### src/rtl/baccarat_dealer.sv
// Baccarat dealing FSM: one card captured per step pulse, third-card rules applied, winner flagged in DONE.
// Cards land on the capturing edge; EVAL/EVAL_B take one cycle each and drop any step seen there.
module baccarat_dealer (
  input  logic       slow_clock,
  input  logic       reset,
  input  logic       step,
  input  logic [3:0] new_card,
  output logic [3:0] pcard1,
  output logic [3:0] pcard2,
  output logic [3:0] pcard3,
  output logic [3:0] dcard1,
  output logic [3:0] dcard2,
  output logic [3:0] dcard3,
  output logic [3:0] pscore,
  output logic [3:0] dscore,
  output logic       done,
  output logic       player_win,
  output logic       dealer_win
);

  typedef enum logic [3:0] {
    DEAL_P1 = 4'd0,
    DEAL_D1 = 4'd1,
    DEAL_P2 = 4'd2,
    DEAL_D2 = 4'd3,
    EVAL    = 4'd4,
    DEAL_P3 = 4'd5,
    EVAL_B  = 4'd6,
    DEAL_D3 = 4'd7,
    DONE    = 4'd8
  } state_t;

  state_t state, state_nxt;
  logic   ld_p1, ld_d1, ld_p2, ld_d2, ld_p3, ld_d3;
  logic   banker_draw;
  logic [3:0] p3_pt;

  function automatic logic [3:0] pt(input logic [3:0] c);
    return (c >= 4'd1 && c <= 4'd9) ? c : 4'd0;
  endfunction

  function automatic logic [3:0] hand_score(input logic [3:0] a, input logic [3:0] b,
                                            input logic [3:0] c);
    logic [4:0] s;
    s = {1'b0, pt(a)} + {1'b0, pt(b)} + {1'b0, pt(c)};
    if (s >= 5'd20)      s = s - 5'd20;
    else if (s >= 5'd10) s = s - 5'd10;
    return s[3:0];
  endfunction

  assign pscore = hand_score(pcard1, pcard2, pcard3);
  assign dscore = hand_score(dcard1, dcard2, dcard3);

  always_ff @(posedge slow_clock) begin
    if (reset) state <= DEAL_P1;
    else       state <= state_nxt;
  end

  always_ff @(posedge slow_clock) begin
    if (reset) begin
      pcard1 <= 4'd0;
      pcard2 <= 4'd0;
      pcard3 <= 4'd0;
      dcard1 <= 4'd0;
      dcard2 <= 4'd0;
      dcard3 <= 4'd0;
    end else begin
      if (ld_p1) pcard1 <= new_card;
      if (ld_d1) dcard1 <= new_card;
      if (ld_p2) pcard2 <= new_card;
      if (ld_d2) dcard2 <= new_card;
      if (ld_p3) pcard3 <= new_card;
      if (ld_d3) dcard3 <= new_card;
    end
  end

  // Banker third-card table, keyed on the banker's two-card total and the player's third card.
  always_comb begin
    p3_pt       = pt(pcard3);
    banker_draw = 1'b0;
    case (dscore)
      4'd0, 4'd1, 4'd2: banker_draw = 1'b1;
      4'd3:             banker_draw = (p3_pt != 4'd8);
      4'd4:             banker_draw = (p3_pt >= 4'd2) && (p3_pt <= 4'd7);
      4'd5:             banker_draw = (p3_pt >= 4'd4) && (p3_pt <= 4'd7);
      4'd6:             banker_draw = (p3_pt >= 4'd6) && (p3_pt <= 4'd7);
      default:          banker_draw = 1'b0;
    endcase
  end

  always_comb begin
    state_nxt = state;
    case (state)
      DEAL_P1: if (step) state_nxt = DEAL_D1;
      DEAL_D1: if (step) state_nxt = DEAL_P2;
      DEAL_P2: if (step) state_nxt = DEAL_D2;
      DEAL_D2: if (step) state_nxt = EVAL;
      EVAL: begin
        if (pscore >= 4'd8 || dscore >= 4'd8) state_nxt = DONE;
        else if (pscore <= 4'd5)              state_nxt = DEAL_P3;
        else if (dscore <= 4'd5)              state_nxt = DEAL_D3;
        else                                  state_nxt = DONE;
      end
      DEAL_P3: if (step) state_nxt = EVAL_B;
      EVAL_B:  state_nxt = banker_draw ? DEAL_D3 : DONE;
      DEAL_D3: if (step) state_nxt = DONE;
      DONE:    state_nxt = DONE;
      default: state_nxt = DEAL_P1;
    endcase
  end

  always_comb begin
    ld_p1 = (state == DEAL_P1) && step;
    ld_d1 = (state == DEAL_D1) && step;
    ld_p2 = (state == DEAL_P2) && step;
    ld_d2 = (state == DEAL_D2) && step;
    ld_p3 = (state == DEAL_P3) && step;
    ld_d3 = (state == DEAL_D3) && step;
    done  = (state == DONE);
  end

  assign player_win = done && (pscore >= dscore);
  assign dealer_win = done && (dscore >= pscore);

endmodule
### config.mk
export PLATFORM = sky130hd
export DESIGN_NAME = baccarat_dealer
export DESIGN_NICKNAME = d
export VERILOG_FILES = /design/src/rtl/baccarat_dealer.sv
export SDC_FILE = /design/constraint.sdc
export NUM_CORES = 1
export LEC_CHECK = 0
export ABC_AREA = 1
export CORE_ASPECT_RATIO = 1.4
export CORE_MARGIN = 5
export CORE_UTILIZATION = 45
export DETAILED_ROUTE_END_ITERATION = 10
export PLACE_DENSITY = 0.73
export REMOVE_ABC_BUFFERS = 1
export SYNTH_ARGS = -nofsm -noshare
export SYNTH_HDL_FRONTEND = slang
export SYNTH_SLANG_ARGS = --single-unit
### constraint.sdc
create_clock -name slow_clock -period 10.2 [get_ports slow_clock]
set_clock_uncertainty 0.2 [all_clocks]
set_input_delay 1.53 -clock slow_clock [delete_from_list [all_inputs] [get_ports slow_clock]]
set_output_delay 1.53 -clock slow_clock [all_outputs]
set_load 0.02 [all_outputs]
==> reports/results.ini, run 1 <==
[status]
status=complete, no violations

[pwr]
power_frac_comb_pct=32.7
power_frac_clock_pct=25.0
powerDensity_nw_per_um2=97.2
power_switching_mw=0.0933
p_leak_nw=1.28
power.internal_mw=0.183
p_seq_share_pct=42.3
finalPower_mw=0.276
ir_drop_uv=93.7
power.switching_fraction_pct=33.8

[finish]
drive_gt1_share_pct=6.08
final_nets=427
final_cell_mix=nand2_1, inv_1, nor2_1
register_area_um2=561
diodes=0
utilization_pct=56.0
stdcell_count=461
n_fill_cell=514
final_common_cell=nand2_1
multi_input_area_um2=1530
syn_to_final_growth_pct=23.1

[timing]
fmax_mhz=152
setup_tns_ns=0
relSlewSlack_pct=67.2
tightest_slew_ns=0.492
rsz0062_at_grt=no
final-setup-viol-count=0
finalHoldViolations=0
period_needed_ns=6.56
period_share_pct=64.3
layout_setup_ws_ns=3.64
slew_viol_final=0

[placement]
pre_cts_ws_ns=3.91
dp.cells=457
numPortBuffers=41
routabilityCongestion=0.914
hpwlAfterDp_um=4790

[clocking]
cts_resized=0
clockRootBuffer=clkbuf_8
hold_buffers=0
cts.sinks=28
cts_made_buffers=3
insertion_delay_ns=0.27
cts_tree=done
cts_setup_buffers=0
clk_pin_slew_worst_paths_ns=0.09
htreeDepth=1
clk_path_buf_depth=2

[floorplan]
die_h_um=94.8
die_area_um2=6690
initial_core_util_pct=45.5
fp-row-count=31
coreArea_um2=5080
die_x_um=70.6
io_pins=42

[drt]
drt_first_pass_iters=4
drtIter0Drc=94
final_antenna_net_count=0
num_vias=2354
wl_per_cell_um=12.6
drc=0
drt-total-wl_um=5810
via_per_inst=5.11

[setup_path]
timing.rr.end=state[0]
crit_type=reg2out
r2r_start=dcard2[3]
worstPathMaxFanout=6
worstSetupStartpoint=dcard2[3]
cp-start-kind=flop
path_cells=inv_1 > nor3_1 > nor2_1 > nor2_1 > fa_1 > ha_1 > fa_1 > inv_1 > nand2_1 > nand2_2 > ha_1 > nand3_1 > nand3_1 > nand3_2 > o211ai_1 > nand2_1 > ha_1 > inv_1 > nor2_2 > nand3_1 > nand3_1 > nand2_1 > inv_1 > clkdlybuf4s50_1
reg2regPathDepth=23
max_stage_delay_ns=0.59
cp.depth=24
regToRegSetupSlack_ns=5.94
slowest_stage=clkdlybuf4s50_1
crit_arrival_ns=4.83
end_kind=output pin
cp_top_family=simple AND/OR/NAND/NOR gates
required_ns=8.47
path_buf_inv=5

[synthesis]
synth_top_area_cell=dfxtp_1
synth-seq-cells=28
synth_top_area_share_pct=24.3
synth-seq-area-share_pct=24.3
yosys-top-cells-area=dfxtp_1, nand2_1, inv_1
yosysWarningCount=0
ys_types=27
syn_inst=354
syn_area_um2=2310
syn_area_per_cell_um2=6.53

[worst_hold_path]
min_from=pcard1[0]
hold-path-endpoint=pcard1[0]
hold_path.class=reg2reg
hold_path_depth=2

[grt]
grt_max_degree=22
grt_overflow=0
antenna_found_initial=0
grt_pass1_vias=2276
grt_pass1_wl_um=9890
grt_use_total_pct=18.1

[flow_run]
drv_cap=0

## cell usage after synthesis
library cell and count:
nand3_2 2, xnor2_2 1, nand4_1 1, inv_2 1, ha_1 14, dfxtp_1 28, a21oi_2 1, nand2_2 9
fa_1 10, xor2_2 2, o21ai_0 31, nor2_1 49, nor3_1 8, a21oi_1 27, nand2_1 68, o21bai_1 1
inv_1 55, clkbuf_1 4, o21ai_2 1, o211ai_1 1, xnor2_1 1, a21boi_1 1, o21a_1 2, o21ai_1 3
nand3_1 29, a31oi_1 1, nor2_2 3
## metal layers
layer | global-route usage (%) | vias to the layer above | routed length (um)
met5 | 0 | - | 0
met4 | 10.2 | 0 | 210
met3 | 2.56 | 18 | 322
met2 | 30.3 | 72 | 2730
met1 | 22.2 | 1044 | 2540
li1 | - | 1220 | -
## cells by family after synthesis
family,after synthesis,synth area share [%]
compound gates,69,15.9
buf+inv,60,9.75
xor+xnor,4,2.49
simple gates,169,31.4
fa+ha+maj,24,16.2
flops,28,24.3
## registers in the layout, summed over array words and instances (netlist names)
signal / cells
dcard1: 4
dcard2: 4
dcard3: 4
pcard1: 4
pcard2: 4
pcard3: 4
state: 4
## per-stage QoR
step	area [um^2]	hold slack (ns)
CTS	2840	0.289
finish	2840	0.292
floorplan	2300	0.276
global placement	2790	0.271
global route	2840	0.314
detailed placement	2790	0.274
## power groups by stage
stage / logic (mW) / clock network (mW) / registers (mW)
after CTS: 0.0911 / 0.0712 / 0.117
after floorplan: 0.0571 / 0 / 0.123
after global placement: 0.0897 / 0 / 0.119
after global routing: 0.102 / 0.0755 / 0.118
final: 0.0905 / 0.0690 / 0.117
after detailed placement: 0.0908 / 0 / 0.119
## worst min-delay path, cell delays in order (launching register included)
cell,delay (ns)
dfxtp_1,0.35
inv_1,0.06
a21oi_1,0.05
## worst max-delay path by stage
stage	slack, ns	to
final	3.64	dealer_win
after global placement	3.98	dealer_win
after floorplan	4.49	player_win
after global routing	3.20	dealer_win
after CTS	3.60	dealer_win
after detailed placement	3.91	dealer_win
## layout make-up
class	count	area share [%]
timing repair buffer	41	14.4
clock buffer	4	1.94
sequential	28	19.7
inverter	56	7.39
tap	66	2.90
multi-input combinational	266	53.6
Note: power is estimated with default switching activity, not from simulation.
==> run 2, diff against run 1 <==
--- a/config.mk
+++ b/config.mk
@@ -10,7 +10,7 @@
 export CORE_MARGIN = 5
 export CORE_UTILIZATION = 45
 export DETAILED_ROUTE_END_ITERATION = 10
-export PLACE_DENSITY = 0.73
+export PLACE_DENSITY = 0.76
 export REMOVE_ABC_BUFFERS = 1
 export SYNTH_ARGS = -nofsm -noshare
 export SYNTH_HDL_FRONTEND = slang
==> constraint.sdc (replaced) <==
create_clock -name slow_clock -period 5.8 [get_ports slow_clock]
set_clock_uncertainty 0.2 [all_clocks]
set_input_delay 0.87 -clock slow_clock [delete_from_list [all_inputs] [get_ports slow_clock]]
set_output_delay 0.87 -clock slow_clock [all_outputs]
set_load 0.02 [all_outputs]
==> reports/results.ini, run 2 (synthesized netlist as in run 1, its figures left out) <==
[grt]
grt_max_degree=22  ; unchanged
grt_pass1_wl_um=10300  ; was 9890 um
grt_use_total_pct=19.0  ; was 18.1%
antenna_found_initial=0  ; unchanged
grt_pass1_vias=2449  ; was 2,276
grt_overflow=0  ; unchanged

[pwr]
power_switching_mw=0.168  ; was 0.0933 mW
ir_drop_uv=137  ; was 93.7 uV
power.internal_mw=0.355  ; was 0.183 mW
powerDensity_nw_per_um2=182  ; was 97.2 nW/um^2
power_frac_comb_pct=30.9  ; was 32.7%
power.switching_fraction_pct=32.1  ; was 33.8%
p_seq_share_pct=39.4  ; was 42.3%
p_leak_nw=1.31  ; was 1.28 nW
power_frac_clock_pct=29.7  ; was 25.0%

[floorplan]
coreArea_um2=5080  ; unchanged
io_pins=42  ; unchanged
fp-row-count=31  ; unchanged
die_area_um2=6690  ; unchanged
die_h_um=94.8  ; unchanged
die_x_um=70.6  ; unchanged
initial_core_util_pct=45.5  ; unchanged

[drt]
num_vias=2414  ; was 2,354
drt-total-wl_um=6030  ; was 5810 um
via_per_inst=5.23  ; was 5.11
drt_first_pass_iters=4  ; unchanged
final_antenna_net_count=0  ; unchanged
drtIter0Drc=71  ; was 94
wl_per_cell_um=13.0  ; was 12.6 um
drc=0  ; unchanged

[timing]
finalHoldViolations=0  ; unchanged
relSlewSlack_pct=65.3  ; was 67.2%
hold_slack_ns=0.290  ; was 0.292 ns
setup_tns_ns=0  ; unchanged
layout_setup_ws_ns=0.400  ; was 3.64 ns
period_share_pct=93.1
rsz0062_at_grt=no  ; unchanged
slew_viol_final=0  ; unchanged
tightest_slew_ns=0.520  ; was 0.492 ns
fmax_mhz=185
final-setup-viol-count=0  ; unchanged
period_needed_ns=5.40

[flow_run]
drv_cap=0  ; unchanged

[clocking]
hold_buffers=0  ; unchanged
clk_path_buf_depth=2  ; unchanged
cts_tree=done  ; unchanged
insertion_delay_ns=0.28  ; was 0.27 ns
cts_made_buffers=3  ; unchanged
clockRootBuffer=clkbuf_8  ; unchanged
htreeDepth=1  ; unchanged
clk_pin_slew_worst_paths_ns=0.10  ; was 0.09 ns
cts.sinks=28  ; unchanged

[setup_path]
max_stage_delay_ns=0.56  ; was 0.59 ns
crit_type=reg2out  ; unchanged
worstPathMaxFanout=5  ; was 6
cp_top_family=adder cells  ; was simple AND/OR/NAND/NOR gates
timing.rr.end=state[0]  ; unchanged
slowest_stage=fa_1  ; was clkdlybuf4s50_1
cp-start-kind=flop  ; unchanged
crit_top_cell=nand2_1
crit_arrival_ns=4.33  ; was 4.83 ns
reg2regPathDepth=23  ; unchanged
end_kind=output pin  ; unchanged
r2r_start=dcard2[3]  ; unchanged
regToRegSetupSlack_ns=1.66  ; was 5.94 ns
required_ns=4.73  ; was 8.47 ns
path_buf_inv=4  ; was 5
path_cells=inv_1 > nor3_2 > nor2_1 > nor2_2 > fa_1 > ha_1 > fa_1 > inv_1 > ha_1 > nand2_1 > inv_1 > o21ai_0 > nand3_1 > o21ai_1 > nand2_1 > o21ai_2 > nand3_1 > nand2_1 > nor2_2 > o21ai_1 > nand2_1 > a21boi_1 > clkbuf_2  ; was inv_1 > nor3_1 > nor2_1 > nor2_1 > fa_1 > ha_1 > fa_1 > inv_1 > nand2_1 > nand2_2 > ha_1 > nand3_1 > nand3_1 > nand3_2 > o211ai_1 > nand2_1 > ha_1 > inv_1 > nor2_2 > nand3_1 > nand3_1 > nand2_1 > inv_1 > clkdlybuf4s50_1

[placement]
hpwlAfterDp_um=4910  ; was 4790 um
pre_cts_ws_ns=0.106  ; was 3.91 ns
numPortBuffers=41  ; unchanged
dp.cells=458  ; was 457
placed_area_um2=2800  ; was 2790 um^2
routabilityCongestion=0.916  ; was 0.914

[status]
status=complete, no violations  ; unchanged

[finish]
drive_gt1_share_pct=7.83  ; was 6.08%
final_cell_mix=nand2_1, inv_1, nor2_1  ; unchanged
final_nets=428  ; was 427
stdcell_count=462  ; was 461
diodes=0  ; unchanged
stdcell_area_um2=2870  ; was 2840 um^2
syn_to_final_growth_pct=24.2  ; was 23.1%
final_common_cell=nand2_1  ; unchanged

[worst_hold_path]
hold_path.class=reg2reg  ; unchanged
hold-path-endpoint=pcard1[1]  ; was pcard1[0]
hold_path_depth=2  ; unchanged
min_from=pcard1[1]  ; was pcard1[0]

run 2: timing repair:
| action | 4_1_cts | 5_1_grt |
|---|---|---|
| setup buffers | 0 | 0 |
| resized for setup | 3 | 7 |
| pin swaps | 0 | 1 |
| setup endpoints to repair | 2 | 2 |
run 2: metrics by stage:
stage	utilization [%]	power, mW
after global placement	55.0	0.368
after detailed placement	55.0	0.371
after global routing	56.5	0.550
after floorplan	-	0.316
final	56.5	0.522
after CTS	56.5	0.525
run 2: worst max path at each step:
stage	startpoint	end	slack (ns)	cells past startpoint
after floorplan	dcard1[3]	player_win	0.75	21
after global placement	dcard2[3]	player_win	0.23	23
after detailed placement	dcard2[3]	player_win	0.11	23
after CTS	dcard2[3]	player_win	0.18	23
after global routing	dcard2[3]	player_win	0.04	23
final	dcard2[3]	player_win	0.40	23
run 2: cell type report:
type | instances | area [um^2]
clock inverter | 1 | 30.0
multi-input combinational | 266 | 1540
tap | 66 | 82.6
clock buffer | 3 | 41.3
fill | 507 | 2210
timing repair buffer | 42 | 408
sequential | 28 | 561
inverter | 56 | 210
run 2: power groups by stage:
stage                     combinational, mW  clock, mW  sequential, mW
after floorplan                       0.100          0           0.216
after global placement                0.158          0           0.210
after detailed placement              0.162          0           0.210
after CTS                             0.162      0.157           0.205
after global routing                  0.182      0.162           0.207
final                                 0.161      0.155           0.205
run 2: layer usage:
metal  vias up  share of wire, %  global-route usage [%]
met2        66                53                    37.0
li1       1220                 -                       -
met5         -                 0                       0
met3        13               2.8                    1.06
met1      1115                42                    20.5
met4         0               2.5                    9.25
run 2: worst min-delay path, stage by stage (launching register included):
cell and delay, ns:
dfxtp_1 0.35, inv_1 0.06, a21oi_1 0.05
